===== src/rtl/wb_arbiter_pkg.sv =====
// Shared writeback types for the FU-to-scoreboard arbiter.
// Holds the result entry layout and the exception record carried with it.
package wb_arbiter_pkg;

    localparam int unsigned NR_WB_PORTS   = 4;
    localparam int unsigned TRANS_ID_BITS = 3;

    localparam logic [63:0] LOAD_PAGE_FAULT = 64'd13;

    typedef struct packed {
        logic [63:0] cause;
        logic [63:0] tval;
        logic        valid;
    } exception_t;

    typedef struct packed {
        logic [TRANS_ID_BITS-1:0] trans_id;
        logic [63:0]              result;
        exception_t               ex;
    } wb_entry_t;

endpackage


===== src/rtl/wb_arbiter_rr_arbiter.sv =====
// Combinational round-robin picker: first request at or after ptr_i,
// wrapping modulo N. The grant is gated by en_i; idx_o is always valid.
module rr_arbiter #(
    parameter  int unsigned N    = 4,
    localparam int unsigned PtrW = (N > 1) ? $clog2(N) : 1
) (
    input  logic [N-1:0]    req_i,
    input  logic [PtrW-1:0] ptr_i,
    input  logic            en_i,
    output logic [N-1:0]    gnt_o,
    output logic [PtrW-1:0] idx_o
);

    always_comb begin
        int unsigned pos;
        logic        found;
        gnt_o = '0;
        idx_o = '0;
        found = 1'b0;
        pos   = 0;
        for (int unsigned off = 0; off < N; off++) begin
            pos = 32'(ptr_i) + off;
            if (pos >= N) pos = pos - N;
            if (!found && req_i[pos]) begin
                found = 1'b1;
                idx_o = PtrW'(pos);
            end
        end
        gnt_o[idx_o] = en_i & found;
    end

endmodule


===== src/rtl/wb_arbiter.sv =====
// Round-robin arbiter sharing the scoreboard writeback port between FUs,
// with a single registered output stage and flush support.
module wb_arbiter
    import wb_arbiter_pkg::*;
#(
    parameter  int unsigned NR_PORTS   = NR_WB_PORTS,
    parameter  int unsigned DATA_WIDTH = 64,
    localparam int unsigned PtrW       = (NR_PORTS > 1) ? $clog2(NR_PORTS) : 1
) (
    input  logic                clk_i,
    input  logic                rst_i,
    input  logic                flush_i,
    input  logic [NR_PORTS-1:0] valid_i,
    output logic [NR_PORTS-1:0] ready_o,
    input  wb_entry_t           wb_i [NR_PORTS],
    output logic                wb_valid_o,
    input  logic                wb_ready_i,
    output wb_entry_t           wb_o
);

    logic      valid_q, valid_d;
    wb_entry_t data_q, data_d;
    logic [PtrW-1:0] rr_q, rr_d;
    logic [PtrW-1:0] idx;
    logic            load;
    logic            xfer;

    assign load = (!valid_q || wb_ready_i) && !flush_i && !rst_i;

    rr_arbiter #(.N(NR_PORTS)) u_rr (
        .req_i (valid_i),
        .ptr_i (rr_q),
        .en_i  (load),
        .gnt_o (ready_o),
        .idx_o (idx)
    );

    assign xfer = |ready_o;

    always_comb begin
        valid_d = valid_q;
        data_d  = data_q;
        rr_d    = rr_q;
        if (flush_i) begin
            valid_d = 1'b0;
        end else if (xfer) begin
            valid_d = 1'b1;
            data_d  = wb_i[idx];
            rr_d    = (idx == PtrW'(NR_PORTS - 1)) ? '0 : idx + 1'b1;
        end else if (wb_ready_i) begin
            valid_d = 1'b0;
        end
    end

    always_ff @(posedge clk_i) begin
        if (rst_i) begin
            valid_q <= 1'b0;
            data_q  <= '0;
            rr_q    <= '0;
        end else begin
            valid_q <= valid_d;
            data_q  <= data_d;
            rr_q    <= rr_d;
        end
    end

    assign wb_valid_o = valid_q;
    assign wb_o       = data_q;

    a_width: assert property (@(posedge clk_i) DATA_WIDTH == 64);

    a_onehot: assert property (@(posedge clk_i) $onehot0(ready_o));

    a_rdy_vld: assert property (@(posedge clk_i) (ready_o & ~valid_i) == '0);

    a_hold: assert property (@(posedge clk_i) disable iff (rst_i)
        (valid_q && !wb_ready_i && !flush_i) |=> $stable(wb_o));

endmodule

===== config.mk =====
export PLATFORM = sky130hd
export DESIGN_NAME = wb_arbiter
export DESIGN_NICKNAME = d
export VERILOG_FILES = /design/src/rtl/wb_arbiter_pkg.sv /design/src/rtl/wb_arbiter_rr_arbiter.sv /design/src/rtl/wb_arbiter.sv
export SDC_FILE = /design/constraint.sdc
export NUM_CORES = 1
export LEC_CHECK = 0
export ABC_AREA = 1
export CAP_MARGIN = 0
export CORE_AREA = 2 2 385 387
export DETAILED_ROUTE_END_ITERATION = 8
export DIE_AREA = 0 0 387 389
export PLACE_DENSITY = 0.35
export SYNTH_ARGS = -nofsm -noshare
export SYNTH_HDL_FRONTEND = slang
export SYNTH_SLANG_ARGS = --single-unit
export TNS_END_PERCENT = 100

===== constraint.sdc =====
create_clock -name clk_i -period 2.5 [get_ports clk_i]
set_input_delay 0.5 -clock clk_i [delete_from_list [all_inputs] [get_ports clk_i]]
set_output_delay 0.5 -clock clk_i [all_outputs]
set_load 0.02 [all_outputs]

Word-level counts from Yosys, hierarchy flattened. Index checks and enable logic that the tools add are counted.

$add $sub $neg: 8. $mul: 0. Div/mod/pow operators: 0. $lt $le $gt $ge: 11. Equality and inequality tests: 1. Shift-type cells: 0. Muxes and demuxes: 28. Bitwise gates (word level): 4. Reductions and logical operators: 17.

Operators by type and width (count): binary-select mux 196 bit (select 2 bit) (1); 2-to-1 mux 196 bit (2); less-than comparator 32 x 3 -> 1 bit (second input constant) (4); 2-to-1 mux 32 bit (4); >= comparator 32 x 3 -> 1 bit (second input constant) (3); subtractor 32 x 3 -> 32 bit (second input constant) (3); 2-to-1 mux 1 bit (11); 2-to-1 mux 2 bit (5); binary-select mux 1 bit (select 2 bit) (4); adder 2 x 2 -> 3 bit (second input constant) (2); logical AND 1 bit (6); zero test 1 bit (6); bitwise AND 4 bit (1); OR reduction 4 bit (1); subtractor 2 x 3 -> 4 bit (second input constant) (1); adder 2 x 1 -> 3 bit (second input constant) (1); >= comparator 2 x 3 -> 1 bit (second input constant) (1); >= comparator 3 bit (second input constant) (1); less-than comparator 2 x 3 -> 1 bit (second input constant) (1); NOT 2 -> 3 bit (1); adder 2 x 1 -> 2 bit (second input constant) (1); demux 1 bit (select 2 bit) (1); == test 2 bit (second input constant) (1); >= comparator 2 x 1 -> 1 bit (second input constant) (1); 6 further kinds (6).

Register bits after elaboration: 199. Bits in latches: 0. RAM bits: 0. Bits in read-only memories: 0. Input port bits: 792. Output and inout bits: 201. Memories kept: 0.

Longest topological paths before layout. Gate-level depths: netlist (run 1).

Depth after elaboration: 21. Depth in mapped cells: 18. Depth with buffers taken out: 15.

Cells and area by module. Synthesis (run 1) repeated with hierarchy kept, for this count alone.

Cells, all modules: 3625. Area total of the unflattened synthesis: 17839.6 µm².

By module, submodules not included: wb_arbiter (times used 1, cells each 3551, area each 17510.5 µm², seq. area each 3983.8 µm²); rr_arbiter (times used 1, cells each 74, area each 329.1 µm², seq. area each 0.0 µm²).

Worst setup path before layout (run 1). No wires, ideal clock.

Path kind: input-to-output. Start point: input valid_i[1]. End point: output ready_o[3]. Arrival: 2072 ps. Required time: 2000 ps. Setup slack: -72 ps. Stages: 12. Path buffers: 3. Cell sequence: inv_1 -> nand2_1 -> nand3_1 -> nand2_2 -> nor2_2 -> nand3_1 -> nand2_1 -> nand2_1 -> buf_6 -> buf_6 -> buf_2 -> nor3_1.

Cells in the longest elaborated chain, start to end: 17.

Ends and longest elaborated chain: from (decl) (line wb_arbiter.sv:13) `input logic [NR_PORTS-1:0] valid_i,`; binary-select mux 1 bit (select 2 bit) (line wb_arbiter_rr_arbiter.sv:24) `if (!found && req_i[pos]) begin`; 2-to-1 mux 1 bit (not written as such) (line wb_arbiter_rr_arbiter.sv:24); 2-to-1 mux 1 bit (line wb_arbiter_rr_arbiter.sv:24); zero test 1 bit (line wb_arbiter_rr_arbiter.sv:24); logical AND 1 bit (line wb_arbiter_rr_arbiter.sv:24); 2-to-1 mux 1 bit (line wb_arbiter_rr_arbiter.sv:24); zero test 1 bit (line wb_arbiter_rr_arbiter.sv:24); logical AND 1 bit (line wb_arbiter_rr_arbiter.sv:24); 2-to-1 mux 1 bit (line wb_arbiter_rr_arbiter.sv:24); zero test 1 bit (line wb_arbiter_rr_arbiter.sv:24); logical AND 1 bit (line wb_arbiter_rr_arbiter.sv:24); 2-to-1 mux 2 bit (line wb_arbiter_rr_arbiter.sv:24); less-than comparator 2 x 3 -> 1 bit (not written as such) or >= comparator 2 x 1 -> 1 bit (tied branches) (line wb_arbiter_rr_arbiter.sv:29) `gnt_o[idx_o] = en_i & found;`; logical AND 1 bit (not written as such) (line wb_arbiter_rr_arbiter.sv:29); 2-to-1 mux 1 bit (not written as such) (line wb_arbiter_rr_arbiter.sv:29); demux 1 bit (select 2 bit); bitwise AND 4 bit (no line) (*); to (decl) (line wb_arbiter.sv:14) `output logic [NR_PORTS-1:0] ready_o,`.

Mark *: on every way between the ends. The rest lies on a longest branch, timed or not. The select of a mux whose other input is x is not followed.

Worst setup path after layout (run 1). Same ends and word-level chain as after synthesis.

==> impl_metrics.py, run 1 <==
metrics = {
    "worst_setup_path": {
        "required_ns": 2.00,
        "crit_path_max_fanout": 3,
        "r2r_cells": 17,
        "critPathCaptureType": "primary output",
        "worstReg2RegEnd": "wb_o[61]",
        "worstReg2RegStart": "rr_q[0]",
        "crit_arrival_ns": 2.32,
        "worst_setup_path_start_kind": "primary input",
        "crit_type": "primary input to primary output",
        "reg2reg_slack_ns": 0.01,
    },
    "cells_and_area": {
        "layoutNonFillerInstCount": 5604,
        "post-route-util_pct": 19.7,
        "syn2layout_area_growth_pct": 97.4,
        "layout.nets": 4444,
        "layout_commonest_cell": "clkdlybuf4s50_1",
        "seqCellArea_um2": 3990,
        "mostFrequentLayoutCells": "986 x clkdlybuf4s50_1, 964 x nand2_1, 640 x nand3_1",
        "multi_input_area_um2": 9250,
        "nFillCells": 16830,
        "drive_gt1_share_pct": 7.64,
    },
    "worst_hold_path": {
        "worstHoldStart": "rst_i",
        "hold_path_class": "primary input to flop",
        "holdPathStages": 5,
        "whs_endpoint": "wb_o[4]",
    },
    "placement": {
        "placed_cells": 5538,
        "dp_hpwl_um": 89100,
        "gp_congestion": 0.861,
        "io_buffers": 992,
    },
    "sta": {
        "fin_crit_ns": 2.82,
        "finalHoldViolations": 0,
        "slew_viol_final": 0,
        "rsz0062_at_grt": "true",
        "worst_slew_margin_rel_pct": 41.9,
        "worstMarginPinSlew_ns": 0.872,
        "tns_ns": -1.10,
        "max_freq_mhz": 355,
        "fin_worst_skew_ns": 0.0236,
        "setup_ws_ns": -0.320,
        "fin_crit_sh_pct": 113,
        "setup_viol": 7,
    },
    "synth": {
        "syn_area_per_cell_um2": 5.45,
        "synthFlopType": "dfxtp_1",
        "netlist_area_um2": 14700,
        "syn_nets": 3481,
        "ys_seq_elements": 199,
        "synth-seq-area-share_pct": 27.2,
        "synth_edf_count": 0,
        "yosys.area.top_type_share_pct": 27.2,
        "synth_top_area_cell": "dfxtp_1",
        "yosys_warnings": 0,
        "synthArstFlopShare_pct": 0,
        "synthCells": 2689,
        "synthTopCellsByArea": "dfxtp_1 27%, nand2_1 25%, nand3_1 22%, nor2_1 10%, inv_1 2.9%",
        "synth.distinct_cells": 23,
    },
    "die": {
        "start_util_pct": 9.99,
        "die-area_um2": 151000,
        "io_pins": 993,
        "die_x_um": 387,
        "rows": 141,
        "die_y_um": 389,
        "core_um2": 147000,
    },
    "drt": {
        "dr.pass1.iters": 5,
        "drtAntennaViolNets": 0,
        "drt_iter0_markers": 1023,
        "dr_total_vias": 20911,
        "viasPerCell": 3.73,
        "routed_wl_um": 115000,
        "wire_per_inst_um": 20.4,
        "drc": 0,
    },
    "clocking": {
        "cts_buffer_depth": 2,
        "cts_sinks": 199,
        "clk_latency_ns": 0.55,
        "cts_buffers": 17,
        "holdBufCountCts": 0,
        "clockRootBuffer": "clkbuf_16",
        "htree_levels": 4,
        "cts_tree": "done",
        "clkTransAtPathRegs_ns": 0.10,
    },
    "run_status": {
        "status": "finished, violations left",
        "violations": "negative setup slack",
    },
    "grt": {
        "grt_max_degree": 85,
        "grt_pass1_vias": 21056,
        "grt_pass1_wl_um": 157000,
        "antenna_found_initial": 22,
        "overflow": 0,
        "grt.total_usage_pct": 14.4,
    },
    "flow_run": {
        "cap_violations": 0,
    },
    "power": {
        "ir_drop_mv": 0.358,
        "power_density_nw_per_um2": 679,
        "p_leak_nw": 12.4,
    },
}
-- stage by stage --
stage	cell area (um^2)	total power, mW	worst slack (ns)	hold WS (ns)
after floorplan	14700	10.1	0.0954	0.539
after global placement	27500	15.8	-0.892	0.494
after detailed placement	27500	15.7	-0.845	0.495
after CTS	28500	19.6	-0.365	0.426
after global routing	28900	21.2	-0.420	0.482
final	28900	19.6	-0.320	0.456
-- synth_stat cells (5+ instances only) --
library cell and instances:
nand2_1 993, buf_1 24, inv_2 5, nor2_1 398, buf_6 17, nand3_1 649
dfxtp_1 199, clkbuf_1 74, inv_1 114, buf_2 78, o21ai_0 84, buf_4 31
o21ai_1 10
-- report_power, final --
part	internal, mW	leakage, nW	switching [mW]
sequential	3.54	1.64	0.226
clock	1.39	0.299	1.82
combinational	5.27	10.5	7.40
total	10.2	12.4	9.44
-- worst max-delay path by stage --
stage               startpoint         end  slack [ns]  depth (start not counted)
finish              valid_i[1]  ready_o[3]       -0.32                         12
global route        valid_i[1]  ready_o[3]       -0.42                         12
CTS                    rr_q[0]  ready_o[3]       -0.36                         11
detailed placement  valid_i[0]  ready_o[3]       -0.84                         12
global placement    valid_i[1]  ready_o[3]       -0.89                         12
floorplan           valid_i[1]  ready_o[3]         0.1                         12
-- layer usage --
layer	part of all wire [%]	GRT usage, %	vias up
met5	0.075	0	-
met4	2.2	4.29	12
met3	5.8	3.76	78
met2	49	25.2	607
met1	43	17.3	9735
li1	-	-	10479
-- sequential cells by signal, indices dropped and copies added, names as in the netlist --
| name | cells |
|---|---|
| wb_valid_o | 1 |
| wb_o | 196 |
| rr_q | 2 |
-- area by class of cell --
cell class / instances / area share, %
clock inverters: 14 / 0.597
inverters: 120 / 1.63
flip-flops and latches: 199 / 13.8
well taps: 1930 / 8.35
diodes: 9 / 0.0779
clock buffers: 18 / 1.52
repair buffers: 1168 / 42.1
multi-input cells: 2146 / 32.0
-- cells by family after synthesis --
kind of cell           after synthesis  share of synthesized area [%]
buffers and inverters              344                           11.2
flip-flops                         199                           27.2
AND/OR/NAND/NOR                   2049                           58.3
AO/OA/AOI/OAI                       97                           3.32
-- critical path: stages --
cell,delay (ns)
clkdlybuf4s50_1,0.49
inv_1,0.05
nand2_1,0.12
nand3_2,0.12
nand2_4,0.10
nor2_4,0.05
nand3b_1,0.12
nand2_2,0.08
buf_4,0.14
nor3_4,0.25
buf_6,0.16
buf_6,0.11
-- timing repair --
action | 4_1_cts | 5_1_grt
cloned | 2 | 7
setup endpoints to repair | 93 | 191
gates resized for setup | 65 | 59
pin swaps | 16 | 6
setup buffers | 13 | 6
Power figures use the tool's default switching activity.
==> run 2, diff against run 1 <==
--- a/config.mk
+++ b/config.mk
@@ -6,7 +6,7 @@
 export NUM_CORES = 1
 export LEC_CHECK = 0
 export ABC_AREA = 1
-export CAP_MARGIN = 0
+export ABC_CLOCK_PERIOD_IN_PS = 2500
 export CORE_AREA = 2 2 385 387
 export DETAILED_ROUTE_END_ITERATION = 8
 export DIE_AREA = 0 0 387 389
==> results of run 2 <==
Final layout, timing and power as in run 1 (identical DEF).
